File: config.mk
export PLATFORM = sky130hd
export DESIGN_NAME = pipeline_hazard_ctrl
export DESIGN_NICKNAME = d
export VERILOG_FILES = /design/src/rtl/mips_pkg.sv /design/src/rtl/pipeline_hazard_ctrl_hazard_detect.sv /design/src/rtl/pipeline_hazard_ctrl.sv
export SDC_FILE = /design/constraint.sdc
export NUM_CORES = 1
export LEC_CHECK = 0
export ABC_AREA = 1
export BUFFER_PORTS_ARGS = -buffer_cell sky130_fd_sc_hd__buf_2
export CELL_PAD_IN_SITES_DETAIL_PLACEMENT = 0
export CELL_PAD_IN_SITES_GLOBAL_PLACEMENT = 2
export CORE_MARGIN = 2
export CORE_UTILIZATION = 31
export CTS_CLUSTER_SIZE = 24
export DETAILED_ROUTE_END_ITERATION = 8
export GPL_ROUTABILITY_DRIVEN = 0
export PLACE_DENSITY_LB_ADDON = 0.1
export SLEW_MARGIN = 40
export SYNTH_ARGS = -nofsm -noshare
export SYNTH_HDL_FRONTEND = slang
export SYNTH_SLANG_ARGS = --single-unit
File: constraint.sdc
create_clock -name clk -period 4.1 [get_ports clk]
set_clock_uncertainty 0.15 [all_clocks]
set_input_delay 0.41 -clock clk [delete_from_list [all_inputs] [get_ports clk]]
set_output_delay 0.41 -clock clk [all_outputs]
set_load 0.02 [all_outputs]
File: src/rtl/mips_pkg.sv
// Shared MIPS pipeline definitions: register-address width, the hard-wired
// zero register and the data-memory access FSM states.
package mips_pkg;

    localparam int REG_ADDR_W = 5;
    localparam logic [REG_ADDR_W-1:0] ZERO_REG = '0;

    typedef enum logic [1:0] {
        IDLE = 2'd0,
        WAIT = 2'd1,
        DONE = 2'd2
    } mem_state_t;

endpackage

File: src/rtl/pipeline_hazard_ctrl_hazard_detect.sv
// ID-stage read-after-write hazard detector; compares the ID sources against
// the EXE and MEM destinations, honouring forwarding and load-use rules.
module hazard_detect
    import mips_pkg::*;
(
    input  logic [REG_ADDR_W-1:0] id_src1,
    input  logic [REG_ADDR_W-1:0] id_src2,
    input  logic                  id_two_src,
    input  logic [REG_ADDR_W-1:0] exe_dest,
    input  logic                  exe_wb_en,
    input  logic                  exe_mem_r_en,
    input  logic [REG_ADDR_W-1:0] mem_dest,
    input  logic                  mem_wb_en,
    input  logic                  forward_en,
    output logic                  hazard
);

    logic exe_live;
    logic mem_live;
    logic exe_match;
    logic mem_match;

    // Writes to r0 are discarded by the register file, so they never create a dependency.
    assign exe_live  = exe_wb_en && (exe_dest != ZERO_REG);
    assign mem_live  = mem_wb_en && (mem_dest != ZERO_REG);

    assign exe_match = exe_live && ((id_src1 == exe_dest) || (id_two_src && (id_src2 == exe_dest)));
    assign mem_match = mem_live && ((id_src1 == mem_dest) || (id_two_src && (id_src2 == mem_dest)));

    // With forwarding only a load in EXE cannot supply its result in time.
    assign hazard = forward_en ? (exe_match && exe_mem_r_en) : (exe_match || mem_match);

endmodule

File: src/rtl/pipeline_hazard_ctrl.sv
// Central stall/flush controller for the 5-stage MIPS pipeline: memory-access
// sequencing, branch flush, data-hazard bubbles and saturating perf counters.
module pipeline_hazard_ctrl
    import mips_pkg::*;
#(
    parameter int MEM_LATENCY = 4,
    parameter int CNT_W       = 16
) (
    input  logic                  clk,
    input  logic                  rst,
    input  logic [REG_ADDR_W-1:0] id_src1,
    input  logic [REG_ADDR_W-1:0] id_src2,
    input  logic                  id_two_src,
    input  logic [REG_ADDR_W-1:0] exe_dest,
    input  logic                  exe_wb_en,
    input  logic                  exe_mem_r_en,
    input  logic [REG_ADDR_W-1:0] mem_dest,
    input  logic                  mem_wb_en,
    input  logic                  forward_en,
    input  logic                  branch_taken,
    input  logic                  mem_req,
    output logic                  freeze_if,
    output logic                  freeze_id,
    output logic                  freeze_exe,
    output logic                  freeze_mem,
    output logic                  bubble_id,
    output logic                  flush_if,
    output logic [CNT_W-1:0]      stall_cycles,
    output logic [CNT_W-1:0]      flush_count
);

    localparam int LAT_W = 4;
    localparam logic [LAT_W-1:0] LAT_LOAD = LAT_W'(MEM_LATENCY - 1);

    mem_state_t       state;
    mem_state_t       state_nxt;
    logic [LAT_W-1:0] lat_cnt;
    logic [LAT_W-1:0] lat_cnt_nxt;
    logic             mem_stall;
    logic             hazard;

    hazard_detect u_hazard_detect (
        .id_src1      (id_src1),
        .id_src2      (id_src2),
        .id_two_src   (id_two_src),
        .exe_dest     (exe_dest),
        .exe_wb_en    (exe_wb_en),
        .exe_mem_r_en (exe_mem_r_en),
        .mem_dest     (mem_dest),
        .mem_wb_en    (mem_wb_en),
        .forward_en   (forward_en),
        .hazard       (hazard)
    );

    always_ff @(posedge clk or posedge rst) begin
        if (rst) begin
            state   <= IDLE;
            lat_cnt <= '0;
        end else begin
            state   <= state_nxt;
            lat_cnt <= lat_cnt_nxt;
        end
    end

    // lat_cnt holds the WAIT cycles still to go, so IDLE + WAIT cycles total MEM_LATENCY.
    always_comb begin
        state_nxt   = state;
        lat_cnt_nxt = lat_cnt;
        mem_stall   = 1'b0;
        case (state)
            IDLE: begin
                if (mem_req) begin
                    mem_stall   = 1'b1;
                    lat_cnt_nxt = LAT_LOAD;
                    state_nxt   = (MEM_LATENCY > 1) ? WAIT : DONE;
                end
            end
            WAIT: begin
                mem_stall   = 1'b1;
                lat_cnt_nxt = lat_cnt - LAT_W'(1);
                if (lat_cnt <= LAT_W'(1)) begin
                    state_nxt = DONE;
                end
            end
            DONE: begin
                state_nxt = IDLE;
            end
            default: begin
                state_nxt = IDLE;
            end
        endcase
    end

    always_comb begin
        freeze_if  = 1'b0;
        freeze_id  = 1'b0;
        freeze_exe = 1'b0;
        freeze_mem = 1'b0;
        bubble_id  = 1'b0;
        flush_if   = 1'b0;
        if (rst) begin
            freeze_if = 1'b0;
        end else if (mem_stall) begin
            freeze_if  = 1'b1;
            freeze_id  = 1'b1;
            freeze_exe = 1'b1;
            freeze_mem = 1'b1;
        end else if (branch_taken) begin
            flush_if  = 1'b1;
            bubble_id = 1'b1;
        end else if (hazard) begin
            freeze_if = 1'b1;
            bubble_id = 1'b1;
        end
    end

    always_ff @(posedge clk or posedge rst) begin
        if (rst) begin
            stall_cycles <= '0;
            flush_count  <= '0;
        end else begin
            if (freeze_if && (stall_cycles != '1)) begin
                stall_cycles <= stall_cycles + CNT_W'(1);
            end
            if (flush_if && (flush_count != '1)) begin
                flush_count <= flush_count + CNT_W'(1);
            end
        end
    end

endmodule
==> results.cfg <==
[placed_design]
portBuffers = 66
pre_cts_ws_ns = 1.82
place_area_mm2 = 0.00290
dpl.hpwl_mm = 4.59

[clock_network]
clk_latency_ns = 0.29
clock_path_buffers = 2
cts_made_buffers = 5
root_buffer = clkbuf_8
clock-sinks = 38
cts_tree = done
cts_setup_buffers = 0
clk_transition_reported_paths_ns = 0.08
hold_buffers = 0
cts-resized-gates = 0
htree_num_levels = 2

[power]
combPwrFrac = 0.326
p_switching_mw = 0.497
power_density_mw_per_mm2 = 439
p_int_mw = 0.834
switching_share = 0.373
ir_worst_vdd_uv = 163
p_clk_frac = 0.290
p_leak_nw = 1.77
p_seq_frac = 0.385

[job]
maxCapViolCount = 0

[synth]
syn_area_per_cell_um2 = 7.30
synth_seq_area_share = 0.385
syn_area_mm2 = 0.00247
ys.warnings.count = 0
ys_types = 26
syn_nets = 371
synth_cells = 338
ys_ff_latch = 38

[final_layout]
synthToLayoutAreaGrowth_pct = 23.0
drive_gt1_frac = 0.216
final_nets = 440
fin_area_mm2 = 0.00303
antenna_cells = 0

[sta]
fin_crit_sh = 0.612
fin_crit_ns = 2.51
worst_slack_ns = 1.59
fmax_mhz = 398
slew_viol_final = 0
max_slew_margin = 0.560
hold_viol_final = 0
finalSetupViolCount = 0
timing.setup.tns_ns = 0
grt_setup_unrepaired = false
worst_pin_slew_ns = 0.660
whs_ns = 0.118

[floorplanning]
pin_count = 67
core_area_mm2 = 0.00773
die_h_um = 93.2
rows = 32
die_w_um = 93.2
start_util = 0.319
die_area_mm2 = 0.00869

[global_route]
grt_usage = 0.142
grt_pass1_wl_mm = 9.85
grt_max_degree = 23
grt_pass1_vias = 2197
overflow = 0
antenna_found_initial = 0

[critical_path]
crit_buf_inv = 4
crit_family = simple AND/OR/NAND/NOR gates
cp_max_fo = 18
crit_arrival_ns = 1.95
worstPathRequired_ns = 3.54
crit_path_start_kind = flop
cp_cell_sequence = inv_1, nand2_4, nand2_1, inv_2, nor2_1, inv_1, nand2_2, buf_2
crit_top_cell = inv_1
crit_cells = 8
reg2regPathDepth = 8
crit_type = reg -> out
crit_path_max_incr_delay_ns = 0.36
critical_path.slowest_cell = dfrtp_1
end_kind = output pin

[status]
status = complete, no violations

[drt]
drc = 0
finalWirelength_mm = 5.87
routed.top_layer = met4
met1Wirelength_mm = 2.83
vias_per_cell = 4.45
detail-route-antenna-nets = 0
wl_met3_um = 179
vias = 2271
wl_met2_mm = 2.79
wire_per_inst_um = 11.5
drt-initial-drc-count = 52
dr.pass1.iters = 5

[min_path]
worst_hold_path_type = in -> async
path summary, 6_finish.rpt:
check	startpoint	slack, ns	to
min in group clk	mem_req	0.25	state[0]
worst min-delay path	rst	0.12	flush_count[12]
worst max register to register	stall_cycles[0]	1.98	stall_cycles[8]
worst min register to register	flush_count[5]	0.34	flush_count[5]
worst max-delay path	state[1]	1.59	freeze_if
max in group asynchronous	rst	2.93	stall_cycles[3]
power by group through the flow:
stage | sequential (mW) | combinational [mW] | clock (mW)
after floorplan | 0.553 | 0.277 | 0
after global placement | 0.518 | 0.437 | 0
after detailed placement | 0.519 | 0.442 | 0
after CTS | 0.512 | 0.442 | 0.401
after global routing | 0.523 | 0.490 | 0.417
final | 0.512 | 0.433 | 0.386
state kept, by name, indices dropped and copies added, names as in the netlist:
name,flops
flush_count,16
lat_cnt,4
stall_cycles,16
state,2
layout by cell type, fill, tap and decap left out, types with 2 or more instances in the layout:
master and n:
xnor2_1 14, o21ai_0 4, nand3_2 2, nand2_4 2, nor2_4 3, buf_2 66
bufinv_16 2, ha_1 4, nor4_1 3, dfrtp_1 38, xor2_1 18, nand2_2 2
nand4_1 9, nor2_1 34, clkbuf_8 5, nand3_1 28, inv_1 43, nand2_1 121
metal layers:
metal  track usage  vias up
li1              -     1180
met1         0.182     1044
met2         0.239       41
met3        0.0306        6
met4        0.0490        0
met5             0        -
metrics by stage:
step / power [mW] / util / std cells
2_1_floorplan: 0.830 / - / 338
3_3_place_gp: 0.954 / 0.375 / 502
3_5_place_dp: 0.960 / 0.375 / 502
4_1_cts: 1.35 / 0.393 / 510
5_1_grt: 1.43 / 0.393 / 510
6_report: 1.33 / 0.393 / 510
cell type report:
| cell class | count | area [µm²] |
|---|---|---|
| clock buffers | 5 | 68.8 |
| multi-input cells | 251 | 1320 |
| clock inverters | 3 | 68.8 |
| inverters | 44 | 165 |
| fillers | 842 | 4690 |
| flip-flops and latches | 38 | 951 |
| well taps | 102 | 128 |
| repair buffers | 67 | 338 |
synth_stat cells (all sizes together):
| cell | n | share of area |
|---|---|---|
| o21ai | 4 | 0.0081 |
| nand3b | 1 | 0.0081 |
| nand4 | 9 | 0.023 |
| nor3 | 2 | 0.0086 |
| mux2i | 1 | 0.0041 |
| xnor2 | 14 | 0.050 |
| dfrtp | 38 | 0.39 |
| buf | 5 | 0.015 |
| nor2 | 37 | 0.065 |
| inv | 44 | 0.067 |
| xor2 | 18 | 0.064 |
| o211ai | 1 | 0.0030 |
| nand2 | 125 | 0.20 |
| a22oi | 1 | 0.0030 |
| ha | 4 | 0.020 |
| nand3 | 30 | 0.065 |
| nor3b | 1 | 0.0051 |
| nor4 | 3 | 0.0076 |
cells by family after synthesis:
| logic type | synth area share |
|---|---|
| compound gates | 0.0142 |
| xor+xnor | 0.114 |
| fa+ha+maj | 0.0203 |
| buf+inv | 0.0816 |
| flops | 0.385 |
| mux | 0.00406 |
| simple gates | 0.381 |
worst register-to-register path: cells and delay by family, from the launching register on:
kind	cells	cell delay, ns
adders and majority gates	1	0.23
DFF	1	0.44
and+or+nand+nor	7	1.25
No activity file was read; power rests on OpenSTA's default activity.
